### src/rtl/ex_muldiv_unit.sv
// Execute-stage multiply/divide unit owning HI/LO.
// Ports: clk, resetn, op_valid, op, data1, data2, flush -> busy, done, hi, lo.
module ex_muldiv_unit #(
  parameter int DIV_ITERS = 32
) (
  input  logic        clk,
  input  logic        resetn,
  input  logic        op_valid,
  input  logic [2:0]  op,
  input  logic [31:0] data1,
  input  logic [31:0] data2,
  input  logic        flush,
  output logic        busy,
  output logic        done,
  output logic [31:0] hi,
  output logic [31:0] lo
);

  typedef enum logic [1:0] {
    S_IDLE,
    S_MUL,
    S_DIV,
    S_DONE
  } state_t;

  state_t state, state_nxt;

  logic [31:0] a_q, b_q, rem_q;
  logic [5:0]  cnt;
  logic        sgn_q, neg_q, rneg_q, dz_q;

  logic is_mul, is_div, is_mthi, is_mtlo;
  logic can_acc, accept, last;
  logic sgn_op;
  logic [31:0] abs1, abs2;

  logic signed [63:0] prod;
  logic [32:0] rem_sh;
  logic        ge;
  logic [31:0] rem_nx, quo_nx, q_fix, r_fix;

  assign is_mul  = op[2:1] == 2'b00;
  assign is_div  = op[2:1] == 2'b01;
  assign is_mthi = op == 3'b100;
  assign is_mtlo = op == 3'b101;
  assign sgn_op  = ~op[0];

  assign can_acc = (state == S_IDLE) || (state == S_DONE);
  assign accept  = op_valid && !flush && can_acc;
  assign last    = cnt == 6'(DIV_ITERS - 1);

  // Two's-complement magnitude; 0x80000000 maps to itself.
  assign abs1 = (sgn_op && data1[31]) ? -data1 : data1;
  assign abs2 = (sgn_op && data2[31]) ? -data2 : data2;

  assign prod = $signed({sgn_q & a_q[31], a_q})
              * $signed({sgn_q & b_q[31], b_q});

  // Restoring step: a_q doubles as the dividend/quotient shifter.
  assign rem_sh = {rem_q, a_q[31]};
  assign ge     = rem_sh >= {1'b0, b_q};
  assign rem_nx = ge ? 32'(rem_sh - {1'b0, b_q})
                     : rem_sh[31:0];
  assign quo_nx = {a_q[30:0], ge};
  assign q_fix  = neg_q  ? -quo_nx : quo_nx;
  assign r_fix  = rneg_q ? -rem_nx : rem_nx;

  assign busy = (state == S_MUL) || (state == S_DIV);
  assign done = state == S_DONE;

  always_ff @(posedge clk) begin
    if (!resetn) state <= S_IDLE;
    else         state <= state_nxt;
  end

  always_comb begin
    state_nxt = state;
    if (flush) begin
      state_nxt = S_IDLE;
    end else begin
      unique case (state)
        S_IDLE, S_DONE: begin
          state_nxt = S_IDLE;
          if (op_valid && is_mul) state_nxt = S_MUL;
          if (op_valid && is_div) state_nxt = S_DIV;
        end
        S_MUL: state_nxt = S_DONE;
        S_DIV: if (last) state_nxt = S_DONE;
        default: state_nxt = S_IDLE;
      endcase
    end
  end

  always_ff @(posedge clk) begin
    if (!resetn) begin
      hi     <= '0;
      lo     <= '0;
      a_q    <= '0;
      b_q    <= '0;
      rem_q  <= '0;
      cnt    <= '0;
      sgn_q  <= 1'b0;
      neg_q  <= 1'b0;
      rneg_q <= 1'b0;
      dz_q   <= 1'b0;
    end else begin
      if (accept) begin
        if (is_mthi) hi <= data1;
        if (is_mtlo) lo <= data1;
        if (is_mul || is_div) begin
          a_q    <= is_div ? abs1 : data1;
          b_q    <= is_div ? abs2 : data2;
          sgn_q  <= sgn_op;
          neg_q  <= sgn_op && (data1[31] ^ data2[31]);
          rneg_q <= sgn_op && data1[31];
          dz_q   <= data2 == '0;
          rem_q  <= '0;
          cnt    <= '0;
        end
      end
      if (!flush && state == S_MUL) begin
        {hi, lo} <= prod;
      end
      if (!flush && state == S_DIV) begin
        rem_q <= rem_nx;
        a_q   <= quo_nx;
        cnt   <= cnt + 6'd1;
        if (last && !dz_q) begin
          lo <= q_fix;
          hi <= r_fix;
        end
      end
    end
  end

endmodule

### config.mk
export PLATFORM = sky130hd
export DESIGN_NAME = ex_muldiv_unit
export DESIGN_NICKNAME = d
export VERILOG_FILES = /design/src/rtl/ex_muldiv_unit.sv
export SDC_FILE = /design/constraint.sdc
export NUM_CORES = 2
export LEC_CHECK = 0
export ABC_AREA = 1
export CAP_MARGIN = 0
export CORE_MARGIN = 2
export CORE_UTILIZATION = 42
export DETAILED_ROUTE_END_ITERATION = 16
export DONT_BUFFER_PORTS = 1
export PLACE_DENSITY = 0.58
export SLEW_MARGIN = 0
export SYNTH_ARGS = -nofsm -noshare
export SYNTH_HDL_FRONTEND = slang
export SYNTH_SLANG_ARGS = --single-unit
export TNS_END_PERCENT = 1
### constraint.sdc
create_clock -name clk -period 8.16 [get_ports clk]
set_input_delay 0.816 -clock clk [delete_from_list [all_inputs] [get_ports clk]]
set_output_delay 0.816 -clock clk [all_outputs]
set_load 0.01 [all_outputs]
==> flow_summary_export.csv <==
group,metric,value,unit
setup_path,ff2ff_path_depth,29,
global_routing,grt_overflow,0,
pwr,ir_worst_vdd,184,uV
drt,post_drt_wl_per_cell,21.8,um
cells_and_area,syn2layout_area_growth,6.83,%
clocking,cts_root_buf,"clkbuf_16",
synthesis,synthTopCellsByArea,"fa_1, inv_1, nand2_1, dfxtp_1, ha_1",
setup_path,crit_path_end_kind,"register",
pwr,swShare,49.4,%
pwr,intPower,1.87,mW
timing,max_freq,126,MHz
synthesis,synth_flop_cell,"dfxtp_1",
min_path,min_from,"resetn",
timing,setup_tns,0,ns
pwr,pwr-share-clk,23.8,%
pwr,power.leakage,30.0,nW
min_path,hp-class,"in2reg",
global_routing,first_global_vias,47100,
global_routing,antenna_found_initial,8,
placement,place_congestion,1.00,
synthesis,synth.cell_area,52600,um2
synthesis,syn_inst,7090,
timing,fin_crit,7.94,ns
setup_path,reg2reg_slack,0.22,ns
setup_path,cp_max_fo,12,
pwr,p_switching,1.83,mW
global_routing,grt_use_total,30.2,%
die,num_rows,129,
drt,drt-pass1-iter-count,8,
synthesis,yosysUniqueCellTypes,56,
setup_path,r2r-start,"a_q[23]",
clocking,numCtsBuffers,17,
placement,portBuffers,0,
setup_path,worst_path_largest_cell_delay,0.53,ns
clocking,tritoncts,"yes",
timing,rsz0062_at_grt,"true",
drt,drt-total-wl,187,mm
synthesis,synth_edf_count,0,
setup_path,required,8.60,ns
min_path,hold_depth,1,
timing,skew,0.0168,ns
outcome,status,"finished, final reports clean",
die,die-area,128000,um2
die,die_h,358,um
timing,finalSetupViolations,0,
global_routing,grt_max_degree,78,
drt,via_per_inst,5.22,
pwr,power,3.70,mW
synthesis,synth_top_cell_by_area,"fa_1",
drt,route.vias.total,44900,
drt,drtAntennaViolNets,0,
die,core_area,124000,um2
timing,finalHoldViolCount,0,
synthesis,synth_commonest_cells,"inv_1, nand2_1, fa_1",
synthesis,avgSynthCellArea,7.42,um2
setup_path,worst_setup_path_start_kind,"register",
clocking,ctsLongestPathBuffers,2,
synthesis,async_flop_share,0,%
pwr,p_comb_share,51.1,%
cells_and_area,drive_gt1_share,5.73,%
pwr,seqPwrFrac,25.1,%
die,io_pins,137,
synthesis,ys_warn_count,0,
clocking,clk_latency,0.50,ns
synthesis,synth_top_area_share,42.8,%
placement,place_hpwl,158,mm
cells_and_area,layout.nets,8406,
setup_path,cpMaxStageDelayCell,"fa_1",
setup_path,r2r_end,"hi[13]",
global_routing,grt_first_pass_wirelength,289,mm
clocking,cts.sinks,172,
drt,drt_first_iter_violations,3437,
pwr,pwr_density_cell,65.8,nW/um2
timing,maxSlewViolCount,0,
synthesis,seq_area_frac_synth,6.54,%
synthesis,ys_seq_elements,172,
clocking,htreeDepth,4,
synthesis,yosysMostFrequentCell,"inv_1",
setup_path,arrival,8.38,ns
synthesis,synth_nets,8540,
die,floorplan.initialDensity,42.4,%
run,max_cap_violations,0,
timing,relSlewSlack,28.8,%
timing,tightest_slew,1.05,ns
timing,finalCritPeriodShare,97.3,%
setup_path,critical_path_class,"reg2reg",
die,fp.dieW,358,um
min_path,whs_endpoint,"dz_q",
clocking,path_clk_slew,0.08,ns
drt,drc,0,
==> layout make-up <==
cell class                 instances  area (um2)
fill                           12700       67800
tap                             1637        2050
multi-input combinational       4675       40800
clock inverter                    14         151
antenna                            4        10.0
inverter                        1884        7080
sequential                       172        3470
clock buffer                      18         429
timing repair buffer             206        2210
==> how the worst max path moves through the flow <==
stage	from	end	slack [ns]
2_1_floorplan	a_q[31]	hi[30]	0.28
3_3_place_gp	a_q[5]	hi[14]	-0.33
3_5_place_dp	a_q[5]	hi[14]	-0.33
4_1_cts	a_q[23]	hi[17]	0.02
5_1_grt	a_q[13]	hi[14]	-0.05
6_report	a_q[23]	hi[13]	0.22
==> critical path, delay by kind of cell, from the launching register on <==
kind / cells / cell delay (ns)
compound gates: 7 / 1.59
fa+ha+maj: 9 / 4.42
buf+inv: 9 / 0.66
flops: 1 / 0.45
simple gates: 4 / 0.76
==> stage by stage <==
step / area [um2] / worst slack (ns) / instances / hold WS (ns) / util [%]
detailed placement: 55400 / -0.329 / 8566 / 0.472 / 44.7
finish: 56200 / 0.224 / 8610 / 0.474 / 45.3
global placement: 55400 / -0.332 / 8566 / 0.445 / 44.7
CTS: 56000 / 0.0190 / 8598 / 0.421 / 45.2
floorplan: 52600 / 0.283 / 7090 / 0.430 / -
global route: 56200 / -0.0508 / 8606 / 0.470 / 45.3
==> power by group through the flow <==
stage	sequential [mW]	clock, mW	combinational [mW]
floorplan	0.901	0	1.26
global placement	0.947	0	1.87
detailed placement	0.947	0	1.86
CTS	0.927	0.887	1.87
global route	0.931	0.920	2.08
finish	0.929	0.880	1.89
==> what timing repair did <==
action	in CTS	in global routing
hold buffers	0	0
buffers inserted	0	7
gates resized for setup	12	44
gates cloned	0	1
endpoints found under the setup margin	2	27
==> cell families after synthesis <==
| group | after synthesis | synth area share [%] |
|---|---|---|
| DFF | 172 | 6.54 |
| AOI/OAI and AO/OA | 715 | 7.85 |
| xor gates and xnor gates | 78 | 1.30 |
| and+or+nand+nor | 2503 | 19.3 |
| buffers and inverters | 2243 | 16.1 |
| adders and majority gates | 1379 | 48.9 |
==> per-layer routing <==
layer / track usage, % / vias to the layer above / share of wire [%]
met5: 0 / - / 0.019
met4: 14.1 / 6 / 5.3
met3: 4.59 / 370 / 6.5
met2: 49.9 / 1564 / 47
met1: 38.9 / 22600 / 41
li1: - / 20400 / -
==> state kept, by name, indices dropped and copies added (netlist names), 2 cells and up <==
register,cells
hi,32
rem_q,32
state,2
lo,32
cnt,6
a_q,32
b_q,32
==> layout by cell type, fill, tap and decap left out, drive strengths merged, types with 16 or more instances in the layout <==
cell,netlist,layout
dfxtp,172,172
nand4,33,33
buf,82,204
nor2,357,357
nand2,1809,1809
fa,1126,1126
nand3,197,197
a31oi,65,65
inv,1881,1886
or2,25,25
o211ai,50,50
o221ai,17,17
a21oi,257,257
clkbuf,277,20
xnor2,33,33
ha,253,253
o21ai,243,243
nor3,54,54
xor2,45,45
o21bai,16,16
No activity file was read; power rests on OpenSTA's default activity.
